==> src/rtl/spi_master_ctrl_pkg.sv <==
// Shared widths, frame length, inter-frame gap and controller state encoding
// for the SPI register-file initiator.
package spi_pkg;

  localparam int unsigned ADDR_W    = 11;
  localparam int unsigned DATA_W    = 8;
  localparam int unsigned FRAME_LEN = 1 + ADDR_W + DATA_W;
  localparam int unsigned CS_GAP    = 4;

  typedef enum logic [2:0] {
    IDLE,
    SETUP,
    SHIFT,
    HOLD,
    GAP
  } spi_m_state_t;

  // Counter width for a modulus of n; never narrower than one bit.
  function automatic int unsigned cnt_width(input int unsigned n);
    return (n > 1) ? $clog2(n) : 1;
  endfunction

endpackage

==> src/rtl/spi_master_ctrl_if.sv <==
// Command handshake plus SPI pins of the initiator, bundled for port lists.
// master = the controller, slave = the host/link side that faces it.
interface spi_master_ctrl_if #(
  parameter int unsigned ADDR_W = spi_pkg::ADDR_W,
  parameter int unsigned DATA_W = spi_pkg::DATA_W
);

  logic              start;
  logic              wr;
  logic [ADDR_W-1:0] addr;
  logic [DATA_W-1:0] wdata;
  logic              busy;
  logic              done;
  logic [DATA_W-1:0] rd_data;
  logic              sclk;
  logic              cs_n;
  logic              mosi;
  logic              miso;

  modport master (
    input  start, wr, addr, wdata, miso,
    output busy, done, rd_data, sclk, cs_n, mosi
  );

  modport slave (
    output start, wr, addr, wdata, miso,
    input  busy, done, rd_data, sclk, cs_n, mosi
  );

endinterface

==> src/rtl/spi_master_ctrl_sclk_gen.sv <==
// Half-period timer for the initiator: ticks every CLK_DIV cycles while enabled
// and toggles SCLK on ticks when toggling is allowed; idles low when disabled.
module spi_sclk_gen #(
  parameter int unsigned CLK_DIV = 4
) (
  input  logic clk,
  input  logic rst,
  input  logic en_i,
  input  logic toggle_en_i,
  output logic tick_o,
  output logic rise_o,
  output logic fall_o,
  output logic sclk_o
);
  import spi_pkg::*;

  localparam int unsigned      CNT_W = cnt_width(CLK_DIV);
  localparam logic [CNT_W-1:0] LAST  = CNT_W'(CLK_DIV - 1);

  logic [CNT_W-1:0] cnt_q, cnt_d;
  logic             sclk_q, sclk_d;
  logic             tick;

  assign tick   = en_i && (cnt_q == LAST);
  // Strobes name the edge SCLK takes at the end of this cycle.
  assign rise_o = tick && toggle_en_i && !sclk_q;
  assign fall_o = tick && toggle_en_i && sclk_q;
  assign tick_o = tick;
  assign sclk_o = sclk_q;

  always_comb begin
    cnt_d  = cnt_q;
    sclk_d = sclk_q;
    if (!en_i) begin
      cnt_d  = '0;
      sclk_d = 1'b0;
    end else if (tick) begin
      cnt_d = '0;
      if (toggle_en_i) sclk_d = ~sclk_q;
    end else begin
      cnt_d = cnt_q + CNT_W'(1);
    end
  end

  always_ff @(posedge clk or posedge rst) begin
    if (rst) begin
      cnt_q  <= '0;
      sclk_q <= 1'b0;
    end else begin
      cnt_q  <= cnt_d;
      sclk_q <= sclk_d;
    end
  end

  a_rise_from_low: assert property (@(posedge clk) disable iff (rst) rise_o |-> !sclk_q);
  a_fall_from_high: assert property (@(posedge clk) disable iff (rst) fall_o |-> sclk_q);

endmodule

==> src/rtl/spi_master_ctrl.sv <==
// SPI mode-0 initiator: one 20-bit read/write frame per accepted command.
// Optional SPI_MASTER_CS_GAP_EN inserts CS_GAP cycles of cs_n high (busy held) after each frame.
module spi_master_ctrl #(
  parameter int unsigned CLK_DIV = 4,
  parameter int unsigned ADDR_W  = spi_pkg::ADDR_W,
  parameter int unsigned DATA_W  = spi_pkg::DATA_W
) (
  input logic               clk,
  input logic               rst,
  spi_master_ctrl_if.master bus
);
  import spi_pkg::*;

  localparam int unsigned      FRAME_BITS = 1 + ADDR_W + DATA_W;
  localparam int unsigned      BIT_W      = cnt_width(FRAME_BITS);
  localparam logic [BIT_W-1:0] LAST_BIT   = BIT_W'(FRAME_BITS - 1);

  if (CLK_DIV < 1) begin : g_bad_div
    $error("spi_master_ctrl: CLK_DIV must be at least 1");
  end

  spi_m_state_t          state_q, state_d;
  logic [FRAME_BITS-1:0] frame_q, frame_d;
  logic [DATA_W-1:0]     cap_q, cap_d;
  logic [DATA_W-1:0]     rd_data_q, rd_data_d;
  logic [BIT_W-1:0]      bit_q, bit_d;
  logic                  wr_q, wr_d;
  logic                  done_q, done_d;

`ifdef SPI_MASTER_CS_GAP_EN
  localparam int unsigned      GAP_W    = cnt_width(CS_GAP);
  localparam logic [GAP_W-1:0] LAST_GAP = GAP_W'(CS_GAP - 1);
  logic [GAP_W-1:0] gap_q, gap_d;
`endif

  logic sclk_en, sclk_toggle;
  logic tick, rise, fall, sclk;

  assign sclk_en     = (state_q == SETUP) || (state_q == SHIFT) || (state_q == HOLD);
  assign sclk_toggle = (state_q == SETUP) || (state_q == SHIFT);

  spi_sclk_gen #(
    .CLK_DIV (CLK_DIV)
  ) u_sclk_gen (
    .clk         (clk),
    .rst         (rst),
    .en_i        (sclk_en),
    .toggle_en_i (sclk_toggle),
    .tick_o      (tick),
    .rise_o      (rise),
    .fall_o      (fall),
    .sclk_o      (sclk)
  );

  always_comb begin
    state_d   = state_q;
    frame_d   = frame_q;
    cap_d     = cap_q;
    rd_data_d = rd_data_q;
    bit_d     = bit_q;
    wr_d      = wr_q;
    done_d    = 1'b0;
`ifdef SPI_MASTER_CS_GAP_EN
    gap_d     = gap_q;
`endif

    // Only the last DATA_W samples survive, so address-phase MISO falls out.
    if (rise) cap_d = {cap_q[DATA_W-2:0], bus.miso};

    unique case (state_q)
      IDLE: begin
        if (bus.start) begin
          state_d = SETUP;
          frame_d = {bus.wr, bus.addr, bus.wr ? bus.wdata : {DATA_W{1'b0}}};
          wr_d    = bus.wr;
          bit_d   = '0;
        end
      end
      SETUP: begin
        if (tick) state_d = SHIFT;
      end
      SHIFT: begin
        if (fall) begin
          frame_d = {frame_q[FRAME_BITS-2:0], 1'b0};
          if (bit_q == LAST_BIT) state_d = HOLD;
          else                   bit_d   = bit_q + BIT_W'(1);
        end
      end
      HOLD: begin
        if (tick) begin
          done_d = 1'b1;
          if (!wr_q) rd_data_d = cap_q;
`ifdef SPI_MASTER_CS_GAP_EN
          state_d = GAP;
          gap_d   = '0;
`else
          state_d = IDLE;
`endif
        end
      end
`ifdef SPI_MASTER_CS_GAP_EN
      GAP: begin
        if (gap_q == LAST_GAP) state_d = IDLE;
        else                   gap_d   = gap_q + GAP_W'(1);
      end
`endif
      default: state_d = IDLE;
    endcase
  end

  always_ff @(posedge clk or posedge rst) begin
    if (rst) begin
      state_q   <= IDLE;
      frame_q   <= '0;
      cap_q     <= '0;
      rd_data_q <= '0;
      bit_q     <= '0;
      wr_q      <= 1'b0;
      done_q    <= 1'b0;
`ifdef SPI_MASTER_CS_GAP_EN
      gap_q     <= '0;
`endif
    end else begin
      state_q   <= state_d;
      frame_q   <= frame_d;
      cap_q     <= cap_d;
      rd_data_q <= rd_data_d;
      bit_q     <= bit_d;
      wr_q      <= wr_d;
      done_q    <= done_d;
`ifdef SPI_MASTER_CS_GAP_EN
      gap_q     <= gap_d;
`endif
    end
  end

  // cs_n and busy decode straight from state so an async reset releases them at once.
  assign bus.busy    = (state_q != IDLE);
  assign bus.cs_n    = !sclk_en;
  assign bus.sclk    = sclk;
  assign bus.mosi    = frame_q[FRAME_BITS-1];
  assign bus.done    = done_q;
  assign bus.rd_data = rd_data_q;

  a_done_pulse: assert property (@(posedge clk) disable iff (rst) bus.done |=> !bus.done);
  a_sclk_idle:  assert property (@(posedge clk) disable iff (rst) bus.cs_n |-> !bus.sclk);

endmodule

==> src/flat_wrapper.sv <==
// flat-port wrapper written by rule: the top's interface ports become plain ports
module spi_master_ctrl_flat import spi_pkg::*;
#(
  parameter int unsigned CLK_DIV = 4,
  parameter int unsigned ADDR_W  = spi_pkg::ADDR_W,
  parameter int unsigned DATA_W  = spi_pkg::DATA_W
)
  (clk, rst, bus_start, bus_wr, bus_addr, bus_wdata, bus_miso, bus_busy, bus_done, bus_rd_data, bus_sclk, bus_cs_n, bus_mosi);
  spi_master_ctrl_if #(.ADDR_W(ADDR_W), .DATA_W(DATA_W)) bus_i ();
  input logic clk;
  input logic rst;
  input wire logic [$bits(bus_i.start)-1:0] bus_start;
  input wire logic [$bits(bus_i.wr)-1:0] bus_wr;
  input wire logic [$bits(bus_i.addr)-1:0] bus_addr;
  input wire logic [$bits(bus_i.wdata)-1:0] bus_wdata;
  input wire logic [$bits(bus_i.miso)-1:0] bus_miso;
  output wire logic [$bits(bus_i.busy)-1:0] bus_busy;
  output wire logic [$bits(bus_i.done)-1:0] bus_done;
  output wire logic [$bits(bus_i.rd_data)-1:0] bus_rd_data;
  output wire logic [$bits(bus_i.sclk)-1:0] bus_sclk;
  output wire logic [$bits(bus_i.cs_n)-1:0] bus_cs_n;
  output wire logic [$bits(bus_i.mosi)-1:0] bus_mosi;
  assign bus_i.start = bus_start;
  assign bus_i.wr = bus_wr;
  assign bus_i.addr = bus_addr;
  assign bus_i.wdata = bus_wdata;
  assign bus_i.miso = bus_miso;
  assign bus_busy = bus_i.busy;
  assign bus_done = bus_i.done;
  assign bus_rd_data = bus_i.rd_data;
  assign bus_sclk = bus_i.sclk;
  assign bus_cs_n = bus_i.cs_n;
  assign bus_mosi = bus_i.mosi;
  spi_master_ctrl #(.CLK_DIV(CLK_DIV), .ADDR_W(ADDR_W), .DATA_W(DATA_W)) u_core (.clk(clk), .rst(rst), .bus(bus_i));
endmodule
==> config.mk <==
export PLATFORM = sky130hd
export DESIGN_NAME = spi_master_ctrl_flat
export DESIGN_NICKNAME = d
export VERILOG_FILES = /design/src/rtl/spi_master_ctrl_pkg.sv /design/src/rtl/spi_master_ctrl_if.sv /design/src/rtl/spi_master_ctrl_sclk_gen.sv /design/src/rtl/spi_master_ctrl.sv /design/src/flat_wrapper.sv
export SDC_FILE = /design/constraint.sdc
export NUM_CORES = 1
export LEC_CHECK = 0
export BUFFER_PORTS_ARGS = -buffer_cell sky130_fd_sc_hd__buf_4
export CELL_PAD_IN_SITES_DETAIL_PLACEMENT = 1
export CELL_PAD_IN_SITES_GLOBAL_PLACEMENT = 1
export CORE_MARGIN = 1
export CORE_UTILIZATION = 42
export DETAILED_ROUTE_END_ITERATION = 7
export GPL_ROUTABILITY_DRIVEN = 0
export PLACE_DENSITY = 0.78
export RECOVER_POWER = 50
export REMOVE_ABC_BUFFERS = 1
export SKIP_CTS_REPAIR_TIMING = 1
export SLEW_MARGIN = 20
export SYNTH_ARGS = -nofsm -noshare
export SYNTH_HDL_FRONTEND = slang
export SYNTH_SLANG_ARGS = --single-unit
export TNS_END_PERCENT = 5
==> constraint.sdc <==
create_clock -name clk -period 5.11 [get_ports clk]
set_input_delay 0.2555 -clock clk [delete_from_list [all_inputs] [get_ports clk]]
set_output_delay 0.2555 -clock clk [all_outputs]
set_load 0.1 [all_outputs]
==> metrics.txt, run 1 <==
# TYPE chip_impl_metric gauge
chip_impl_info{name="run_status",value="finished with violations"} 1
chip_impl_info{name="failed_checks",value="max-capacitance violations, max-slew violations"} 1
chip_impl_metric{name="reg2reg_depth",unit=""} 5
chip_impl_metric{name="post-dp-hpwl",unit="µm"} 3110
chip_impl_metric{name="ant_nets",unit=""} 0
chip_impl_metric{name="synth.lib_cells_used.distinct",unit=""} 35
chip_impl_metric{name="regToRegSetupSlack",unit="ns"} 2.50
chip_impl_metric{name="ys_seq_elements",unit=""} 48
chip_impl_metric{name="detail_route.wl_per_cell",unit="µm"} 14.8
chip_impl_metric{name="detailedRoute.firstIterationViolations",unit=""} 66
chip_impl_metric{name="tightestPinTransition",unit="ns"} 2.10
chip_impl_metric{name="antenna_found_initial",unit=""} 0
chip_impl_metric{name="cts-htree-levels",unit=""} 2
chip_impl_metric{name="insertedDiodeCount",unit=""} 0
chip_impl_metric{name="post_layout_worst_setup_margin",unit="ns"} 2.50
chip_impl_metric{name="average_cell_area_after_synthesis",unit="µm²"} 11.3
chip_impl_metric{name="vdd.ir_drop.worst",unit="µV"} 125
chip_impl_info{name="hold-path-endpoint",value="u_core.cap_q[0]$_DFFE_PP0P_"} 1
chip_impl_metric{name="cp_max_fo",unit=""} 45
chip_impl_metric{name="period_share",unit="%"} 51.2
chip_impl_info{name="worst_setup_path_end_kind",value="flop"} 1
chip_impl_metric{name="synth_top_area_share",unit="%"} 54.7
chip_impl_metric{name="drc",unit=""} 0
chip_impl_metric{name="nets",unit=""} 260
chip_impl_metric{name="total_leakage_power",unit="nW"} 1.27
chip_impl_metric{name="track_usage",unit="%"} 18.0
chip_impl_metric{name="clk_path_buf_depth",unit=""} 2
chip_impl_metric{name="timing.critical_path.slowest_cell_delay",unit="ns"} 0.72
chip_impl_metric{name="finalSetupViolCount",unit=""} 0
chip_impl_info{name="critPathSlowestCell",value="sky130_fd_sc_hd__a2bb2oi_4"} 1
chip_impl_metric{name="detailroute.via_count",unit=""} 1507
chip_impl_metric{name="max_slew_margin",unit="%"} -40.7
chip_impl_metric{name="worst_ep_required_time",unit="ns"} 5.25
chip_impl_metric{name="wl",unit="µm"} 4390
chip_impl_info{name="r2r-start",value="u_core.state_q[0]$_DFFE_PP0P_"} 1
chip_impl_metric{name="numCtsBuffers",unit=""} 5
chip_impl_metric{name="drt-vias-per-instance",unit=""} 5.07
chip_impl_metric{name="floorplan.core_area",unit="µm²"} 4880
chip_impl_metric{name="clock_insertion_delay_worst_skew",unit="ns"} 0.30
chip_impl_metric{name="worst_ep_arrival_time",unit="ns"} 2.75
chip_impl_metric{name="pre_cts_ws",unit="ns"} 2.44
chip_impl_metric{name="via_count_of_the_first_global_routing_pass",unit=""} 1612
chip_impl_metric{name="grt_pass1_wl",unit="µm"} 7470
chip_impl_metric{name="max-cap-violations",unit=""} 1
chip_impl_metric{name="synthToLayoutAreaGrowth",unit="%"} 18.1
chip_impl_info{name="hp-start",value="bus_miso"} 1
chip_impl_metric{name="worst_hold_slack",unit="ns"} 0.191
chip_impl_metric{name="slew_viol_final",unit=""} 49
chip_impl_metric{name="initial_core_util",unit="%"} 45.0
chip_impl_info{name="critical_path.cell_chain",value="inv_1 -> ha_1 -> buf_4 -> a2bb2oi_4 -> o21ai_0"} 1
chip_impl_metric{name="ioPinCount",unit=""} 37
chip_impl_metric{name="fin_skew",unit="ns"} 0.00784
chip_impl_info{name="rsz0062_at_grt",value="no"} 1
chip_impl_info{name="synthDominantAreaCellType",value="sky130_fd_sc_hd__dfrtp_1"} 1
chip_impl_info{name="startpoint_type",value="flop"} 1
chip_impl_info{name="clk_tree_root_cell",value="sky130_fd_sc_hd__clkbuf_8"} 1
chip_impl_metric{name="share_of_the_yosys_chip_area_belonging_to_registers",unit="%"} 54.7
chip_impl_info{name="ys_top_cells_by_area",value="sky130_fd_sc_hd__dfrtp_1 55%, sky130_fd_sc_hd__mux2_2 8.2%, sky130_fd_sc_hd__o21ai_0 5.9%"} 1
chip_impl_metric{name="regArea",unit="µm²"} 1200
chip_impl_metric{name="drt_first_pass_iters",unit=""} 4
chip_impl_metric{name="total_of_warnings_raised_by_yosys",unit=""} 0
chip_impl_info{name="path_class",value="reg2reg"} 1
chip_impl_metric{name="buffer_ports.inserted",unit=""} 36
chip_impl_metric{name="clock.fmax",unit="MHz"} 383
chip_impl_metric{name="layout-drive-gt1-share",unit="%"} 26.5
chip_impl_metric{name="clk_transition_reported_paths",unit="ns"} 0.09
chip_impl_metric{name="cellPowerDensity",unit="nW/µm²"} 248
chip_impl_metric{name="synthCells",unit=""} 194
chip_impl_info{name="min-delay-path-class",value="in2reg"} 1
chip_impl_metric{name="design.die.area",unit="µm²"} 5520
chip_impl_metric{name="multi_input_area",unit="µm²"} 928
chip_impl_metric{name="finalHoldViolCount",unit=""} 0
chip_impl_metric{name="die-width",unit="µm"} 74.3
chip_impl_metric{name="row_count",unit=""} 25
chip_impl_metric{name="tritoncts_num_sinks",unit=""} 48
chip_impl_metric{name="fp.dieH",unit="µm"} 74.3
chip_impl_metric{name="whs_path_depth",unit=""} 2
chip_impl_metric{name="layout.filler_cells",unit=""} 562
chip_impl_metric{name="period_needed",unit="ns"} 2.61
chip_impl_metric{name="pin_count_of_the_biggest_net_entering_global_routing",unit=""} 49
chip_impl_metric{name="syn_area",unit="µm²"} 2200
chip_impl_info{name="worst_r2r_endpoint",value="u_core.frame_q[7]$_DFFE_PP0P_"} 1
chip_impl_metric{name="globalRouteOverflowTotal",unit=""} 0
chip_impl_info{name="clock_tree_from_tritoncts",value="yes"} 1
chip_impl_metric{name="tns",unit="ns"} 0
[synthesized netlist by cell type, drive strengths merged]
| master | number |
|---|---|
| ha | 7 |
| nand4 | 1 |
| and3 | 1 |
| dfrtp | 48 |
| nor2 | 3 |
| nand3 | 3 |
| o31ai | 1 |
| o21bai | 1 |
| nor2b | 5 |
| or2 | 1 |
| xnor2 | 1 |
| inv | 6 |
| xor2 | 1 |
| nand2b | 1 |
| a22o | 1 |
| o211ai | 1 |
| a22oi | 6 |
| clkbuf | 2 |
| buf | 7 |
| nand2 | 29 |
| o22ai | 2 |
| mux2i | 12 |
| mux2 | 18 |
| nor3 | 1 |
| and4bb | 1 |
| o21ai | 26 |
| and2 | 2 |
| a2bb2oi | 1 |
| a21oi | 4 |
| and2b | 1 |
[sequential cells by signal (all words and copies together), names as in the netlist]
signal / cells
u_core.wr_q: 1
u_core.bus.done: 1
u_core.state_q: 2
u_core.frame_q: 20
u_core.cap_q: 8
u_core.u_sclk_gen.cnt_q: 2
u_core.bus.rd_data: 8
u_core.u_sclk_gen.sclk_o: 1
u_core.bit_q: 5
[cell type report]
cell class / instances / area share, %
Clock buffer: 7 / 3.33
Clock inverter: 1 / 0.289
Inverter: 6 / 0.917
Multi-Input combinational cell: 131 / 35.8
Sequential cell: 48 / 46.3
Tap cell: 67 / 3.23
Timing Repair Buffer: 37 / 10.1
[cell families after synthesis]
family	count (synthesis)	share of synthesized area, %
adder cells (fa/ha/maj)	7	3.99
AO/OA/AOI/OAI	43	12.1
flip-flops	48	54.7
buffers and inverters	15	3.02
XOR/XNOR	2	0.798
multiplexers	30	14.9
AND/OR/NAND/NOR	49	10.5
[per-stage QoR]
stage	cells	power (mW)	utilization [%]	cell area, µm²
detailed placement	289	0.416	51.5	2510
global route	297	0.671	53.2	2590
CTS	297	0.656	53.4	2610
finish	297	0.644	53.2	2590
global placement	289	0.417	51.5	2510
floorplan	185	0.399	-	2150
[metal layers]
metal,track usage (%),wire [µm]
met1,22.6,1970
met2,30.2,2200
met3,4.88,150
met4,5.66,61
met5,0,0
[power by group]
group | internal, mW | switching (mW) | total (mW)
Sequential | 0.382 | 0.00166 | 0.384
Combinational | 0.0133 | 0.0110 | 0.0243
Clock | 0.110 | 0.126 | 0.236
Total | 0.505 | 0.138 | 0.644
[layout by cell type (no fill, tap or decap), types with 6 or more instances in the layout]
cell                        n
sky130_fd_sc_hd__dfrtp_1   48
sky130_fd_sc_hd__buf_4     32
sky130_fd_sc_hd__nand2_1   29
sky130_fd_sc_hd__o21ai_0   26
sky130_fd_sc_hd__mux2_2    16
sky130_fd_sc_hd__mux2i_1   12
sky130_fd_sc_hd__ha_1       7
sky130_fd_sc_hd__a22oi_1    6
sky130_fd_sc_hd__clkbuf_8   6
[worst max-delay path, delay by kind of cell, from the launching register on]
| family | cells | cell delay, ns |
|---|---|---|
| buffers and inverters | 2 | 0.47 |
| flip-flops | 1 | 0.42 |
| AO/OA/AOI/OAI | 2 | 0.97 |
| adder cells (fa/ha/maj) | 1 | 0.57 |
[worst max-delay path by stage]
stage | startpoint | end | slack, ns | cells after the start
after floorplan | u_core.state_q[0]$_DFFE_PP0P_ | u_core.state_q[1]$_DFFE_PP0P_ | 2.12 | 6
after global placement | u_core.state_q[0]$_DFFE_PP0P_ | u_core.bit_q[4]$_DFFE_PP0P_ | 2.57 | 6
after detailed placement | u_core.state_q[0]$_DFFE_PP0P_ | u_core.frame_q[7]$_DFFE_PP0P_ | 2.44 | 5
after CTS | u_core.state_q[0]$_DFFE_PP0P_ | u_core.frame_q[7]$_DFFE_PP0P_ | 2.45 | 5
after global routing | u_core.state_q[0]$_DFFE_PP0P_ | u_core.bit_q[2]$_DFFE_PP0P_ | 2.24 | 6
final | u_core.state_q[0]$_DFFE_PP0P_ | u_core.frame_q[7]$_DFFE_PP0P_ | 2.50 | 5
Power figures use the tool's default switching activity.
==> inputs of run 2 (changes only) <==
--- a/config.mk
+++ b/config.mk
@@ -5,14 +5,15 @@
 export SDC_FILE = /design/constraint.sdc
 export NUM_CORES = 1
 export LEC_CHECK = 0
+export ABC_AREA = 1
 export BUFFER_PORTS_ARGS = -buffer_cell sky130_fd_sc_hd__buf_4
 export CELL_PAD_IN_SITES_DETAIL_PLACEMENT = 1
 export CELL_PAD_IN_SITES_GLOBAL_PLACEMENT = 1
 export CORE_MARGIN = 1
-export CORE_UTILIZATION = 42
+export CORE_UTILIZATION = 37
 export DETAILED_ROUTE_END_ITERATION = 7
 export GPL_ROUTABILITY_DRIVEN = 0
-export PLACE_DENSITY = 0.78
+export PLACE_DENSITY = 0.76
 export RECOVER_POWER = 50
 export REMOVE_ABC_BUFFERS = 1
 export SKIP_CTS_REPAIR_TIMING = 1
==> constraint.sdc (replaced) <==
create_clock -name clk -period 2.4 [get_ports clk]
set_input_delay 0.12 -clock clk [delete_from_list [all_inputs] [get_ports clk]]
set_output_delay 0.12 -clock clk [all_outputs]
set_load 0.1 [all_outputs]
==> run 2 against run 1 <==
  * The run now ends clean
  * Area after synthesis grew 5.8%
  * Clock skew decreased by 0.0037 ns
  * Global-route usage down 0.98 points
  * Sequential power rose to 3.0 times the previous value
  * Largest cell class unchanged
  * Highest routed layer unchanged
==> metrics.txt, run 2 <==
# TYPE chip_impl_metric gauge
chip_impl_metric{name="ioPinCount",unit=""} 37
chip_impl_metric{name="period_share",unit="%"} 81.1
chip_impl_info{name="synthDominantAreaCellType",value="sky130_fd_sc_hd__dfrtp_1"} 1
chip_impl_metric{name="drt-vias-per-instance",unit=""} 4.79
chip_impl_metric{name="detail_route.wl_per_cell",unit="µm"} 12.5
chip_impl_info{name="most_used_dff_post_synth",value="sky130_fd_sc_hd__dfrtp_1"} 1
chip_impl_metric{name="period_needed",unit="ns"} 1.95
chip_impl_info{name="highest_routing_layer_actually_used",value="met4"} 1
chip_impl_metric{name="slew_viol_final",unit=""} 0
chip_impl_metric{name="largest_reg_flops",unit=""} 20
chip_impl_metric{name="pre_cts_ws",unit="ns"} 0.433
chip_impl_metric{name="drc",unit=""} 0
chip_impl_metric{name="cellPowerDensity",unit="nW/µm²"} 1220
chip_impl_metric{name="finalHoldViolCount",unit=""} 0
chip_impl_metric{name="pin_count_of_the_biggest_net_entering_global_routing",unit=""} 46
chip_impl_metric{name="route.layer.met1.wl",unit="µm"} 2340
chip_impl_metric{name="synthToLayoutAreaGrowth",unit="%"} 16.5
chip_impl_metric{name="postSynth.asyncResetShare",unit="%"} 100
chip_impl_info{name="registers.top_by_ff_count",value="u_core.frame_q"} 1
chip_impl_metric{name="post-dp-hpwl",unit="µm"} 3450
chip_impl_metric{name="fin_skew",unit="ns"} 0.00417
chip_impl_metric{name="wl",unit="µm"} 4930
chip_impl_metric{name="grt_pass1_wl",unit="µm"} 8610
chip_impl_metric{name="post_layout_worst_setup_margin",unit="ns"} 0.454
chip_impl_metric{name="tightestPinTransition",unit="ns"} 1.17
chip_impl_metric{name="row_count",unit=""} 28
chip_impl_metric{name="total_leakage_power",unit="nW"} 1.34
chip_impl_metric{name="whs_path_depth",unit=""} 2
chip_impl_info{name="path_class",value="reg2reg"} 1
chip_impl_metric{name="fp.dieH",unit="µm"} 81.2
chip_impl_metric{name="synth_top_area_share",unit="%"} 51.7
chip_impl_metric{name="clock_insertion_delay_worst_skew",unit="ns"} 0.30
chip_impl_metric{name="clk_transition_reported_paths",unit="ns"} 0.09
chip_impl_info{name="min-delay-path-class",value="in2reg"} 1
chip_impl_metric{name="average_cell_area_after_synthesis",unit="µm²"} 8.26
chip_impl_metric{name="postLayoutCoreUtil",unit="%"} 45.2
chip_impl_metric{name="buffer_ports.inserted",unit=""} 36
chip_impl_info{name="mostFrequentLayoutCells",value="74 x sky130_fd_sc_hd__nand2_1, 55 x sky130_fd_sc_hd__o21ai_0, 48 x sky130_fd_sc_hd__dfrtp_1"} 1
chip_impl_metric{name="worst_ep_required_time",unit="ns"} 2.57
chip_impl_metric{name="worst_ep_arrival_time",unit="ns"} 2.11
chip_impl_metric{name="globalRouteOverflowTotal",unit=""} 0
chip_impl_metric{name="layout.cell_area.non_filler",unit="µm²"} 2710
chip_impl_metric{name="layout-drive-gt1-share",unit="%"} 12.9
chip_impl_metric{name="detailedRoute.firstIterationViolations",unit=""} 82
chip_impl_metric{name="detailroute.via_count",unit=""} 1883
chip_impl_metric{name="via_count_of_the_first_global_routing_pass",unit=""} 1887
chip_impl_info{name="clock_tree_from_tritoncts",value="yes"} 1
chip_impl_info{name="clk_tree_root_cell",value="sky130_fd_sc_hd__clkbuf_8"} 1
chip_impl_metric{name="finalSetupViolCount",unit=""} 0
chip_impl_metric{name="ant_nets",unit=""} 0
chip_impl_metric{name="clock.fmax",unit="MHz"} 514
chip_impl_info{name="startpoint_type",value="flop"} 1
chip_impl_metric{name="nets",unit=""} 348
chip_impl_info{name="run_status",value="completed"} 1
chip_impl_metric{name="max-cap-violations",unit=""} 0
chip_impl_metric{name="ys_seq_elements",unit=""} 48
chip_impl_metric{name="placedInstanceArea",unit="µm²"} 2640
chip_impl_metric{name="vdd.ir_drop.worst",unit="µV"} 633
chip_impl_metric{name="tns",unit="ns"} 0
chip_impl_metric{name="insertedDiodeCount",unit=""} 0
chip_impl_metric{name="clk_path_buf_depth",unit=""} 2
chip_impl_metric{name="share_of_the_yosys_chip_area_belonging_to_registers",unit="%"} 51.7
chip_impl_info{name="rsz0062_at_grt",value="no"} 1
chip_impl_info{name="synth_commonest_cells",value="74 x sky130_fd_sc_hd__nand2_1, 55 x sky130_fd_sc_hd__o21ai_0, 48 x sky130_fd_sc_hd__dfrtp_1"} 1
chip_impl_metric{name="synth.lib_cells_used.distinct",unit=""} 23
chip_impl_metric{name="floorplan.core_area",unit="µm²"} 5990
chip_impl_metric{name="die-width",unit="µm"} 81.2
chip_impl_metric{name="total_of_warnings_raised_by_yosys",unit=""} 0
chip_impl_metric{name="cp_max_fo",unit=""} 45
chip_impl_metric{name="totalPowerFinal",unit="mW"} 3.30
chip_impl_info{name="synthMostInstantiatedCell",value="sky130_fd_sc_hd__nand2_1"} 1
chip_impl_metric{name="track_usage",unit="%"} 17.0
chip_impl_metric{name="edff_count_synth",unit=""} 0
chip_impl_metric{name="met3WireLength",unit="µm"} 120
chip_impl_metric{name="cts-htree-levels",unit=""} 2
chip_impl_info{name="ys_top_cells_by_area",value="sky130_fd_sc_hd__dfrtp_1 52%, sky130_fd_sc_hd__nand2_1 12%, sky130_fd_sc_hd__o21ai_0 12%"} 1
chip_impl_metric{name="tritoncts_num_sinks",unit=""} 48
chip_impl_metric{name="antenna_found_initial",unit=""} 0
chip_impl_metric{name="syn_area",unit="µm²"} 2320
chip_impl_metric{name="met2_wirelength",unit="µm"} 2400
chip_impl_info{name="layout.cells.most_common",value="sky130_fd_sc_hd__nand2_1"} 1
chip_impl_metric{name="design.die.area",unit="µm²"} 6600
chip_impl_metric{name="max_slew_margin",unit="%"} 22.3
chip_impl_info{name="worst_setup_path_end_kind",value="flop"} 1
chip_impl_metric{name="reg2reg_depth",unit=""} 6
chip_impl_metric{name="synthCells",unit=""} 281
chip_impl_metric{name="numCtsBuffers",unit=""} 5
chip_impl_metric{name="drt_first_pass_iters",unit=""} 4
chip_impl_metric{name="initial_core_util",unit="%"} 38.8
-- run 2: cell types whose count changed in the layout (fill, tap and decap cells not counted), sizes merged, moves of 5 or more --
cell | previous run | this run
a22oi | 6 | 0
buf | 32 | 26
clkbuf | 12 | 20
inv | 5 | 42
mux2 | 18 | 0
mux2i | 12 | 0
nand2 | 29 | 75
nand3 | 3 | 19
nor2 | 3 | 10
nor2b | 5 | 0
o21ai | 26 | 56
-- run 2: logic make-up (layout without fill, tap and decap cells) --
family,Yosys count,count (layout),synth area share (%)
DFF,48,48,51.7
xor gates and xnor gates,2,2,0.754
adders and majority gates,7,7,3.77
buffers and inverters,54,91,10.3
AOI/OAI and AO/OA,61,61,13.7
and+or+nand+nor,109,109,19.8
-- run 2: path summary, 6_finish.rpt --
check / slack [ns] / endpoint / from
setup / recovery: 0.45 / u_core.frame_q[8]$_DFFE_PP0P_ / u_core.state_q[0]$_DFFE_PP0P_
hold / removal: 0.03 / u_core.wr_q$_DFFE_PP0P_ / bus_start
setup reg to reg: 0.45 / u_core.frame_q[8]$_DFFE_PP0P_ / u_core.state_q[0]$_DFFE_PP0P_
hold reg to reg: 0.44 / u_core.u_sclk_gen.cnt_q[0]$_DFF_PP0_ / u_core.u_sclk_gen.cnt_q[0]$_DFF_PP0_
max in group asynchronous: 0.77 / u_core.frame_q[6]$_DFFE_PP0P_ / rst
min in group asynchronous: 0.61 / u_core.bus.rd_data[0]$_DFFE_PP0P_ / rst
-- run 2: power breakdown --
part	internal, mW	switching [mW]
combinational	0.398	1.14
sequential	1.06	0.115
clock	0.310	0.274
total	1.77	1.53
-- run 2: per-layer routing --
metal  vias to the layer above  global-route usage (%)
met3                         5                    3.37
met4                         0                    4.82
met5                         -                       0
met1                       897                    23.1
met2                        24                    27.2
li1                        957                       -
-- run 2: worst max-delay path, stage by stage, from the launching register on --
cell and delay (ns):
sky130_fd_sc_hd__dfrtp_1 0.44, sky130_fd_sc_hd__inv_1 0.11, sky130_fd_sc_hd__ha_1 0.40, sky130_fd_sc_hd__o21ai_1 0.20, sky130_fd_sc_hd__a21oi_4 0.13, sky130_fd_sc_hd__buf_4 0.36
sky130_fd_sc_hd__o21ai_0 0.15
-- run 2: per-stage QoR --
step / std cells / hold WS (ns)
2_1_floorplan: 269 / 0.229
4_1_cts: 392 / -0.0995
6_report: 393 / 0.0329
3_3_place_gp: 384 / 0.223
3_5_place_dp: 384 / 0.227
5_1_grt: 393 / 0.0420
-- run 2: layout make-up --
type,instances,area (µm²)
Fill cell,719,3290
Sequential cell,48,1200
Multi-Input combinational cell,179,882
Timing Repair Buffer,41,263
Inverter,42,158
Tap cell,75,93.8
Clock buffer,6,72.6
Clock inverter,2,35.0
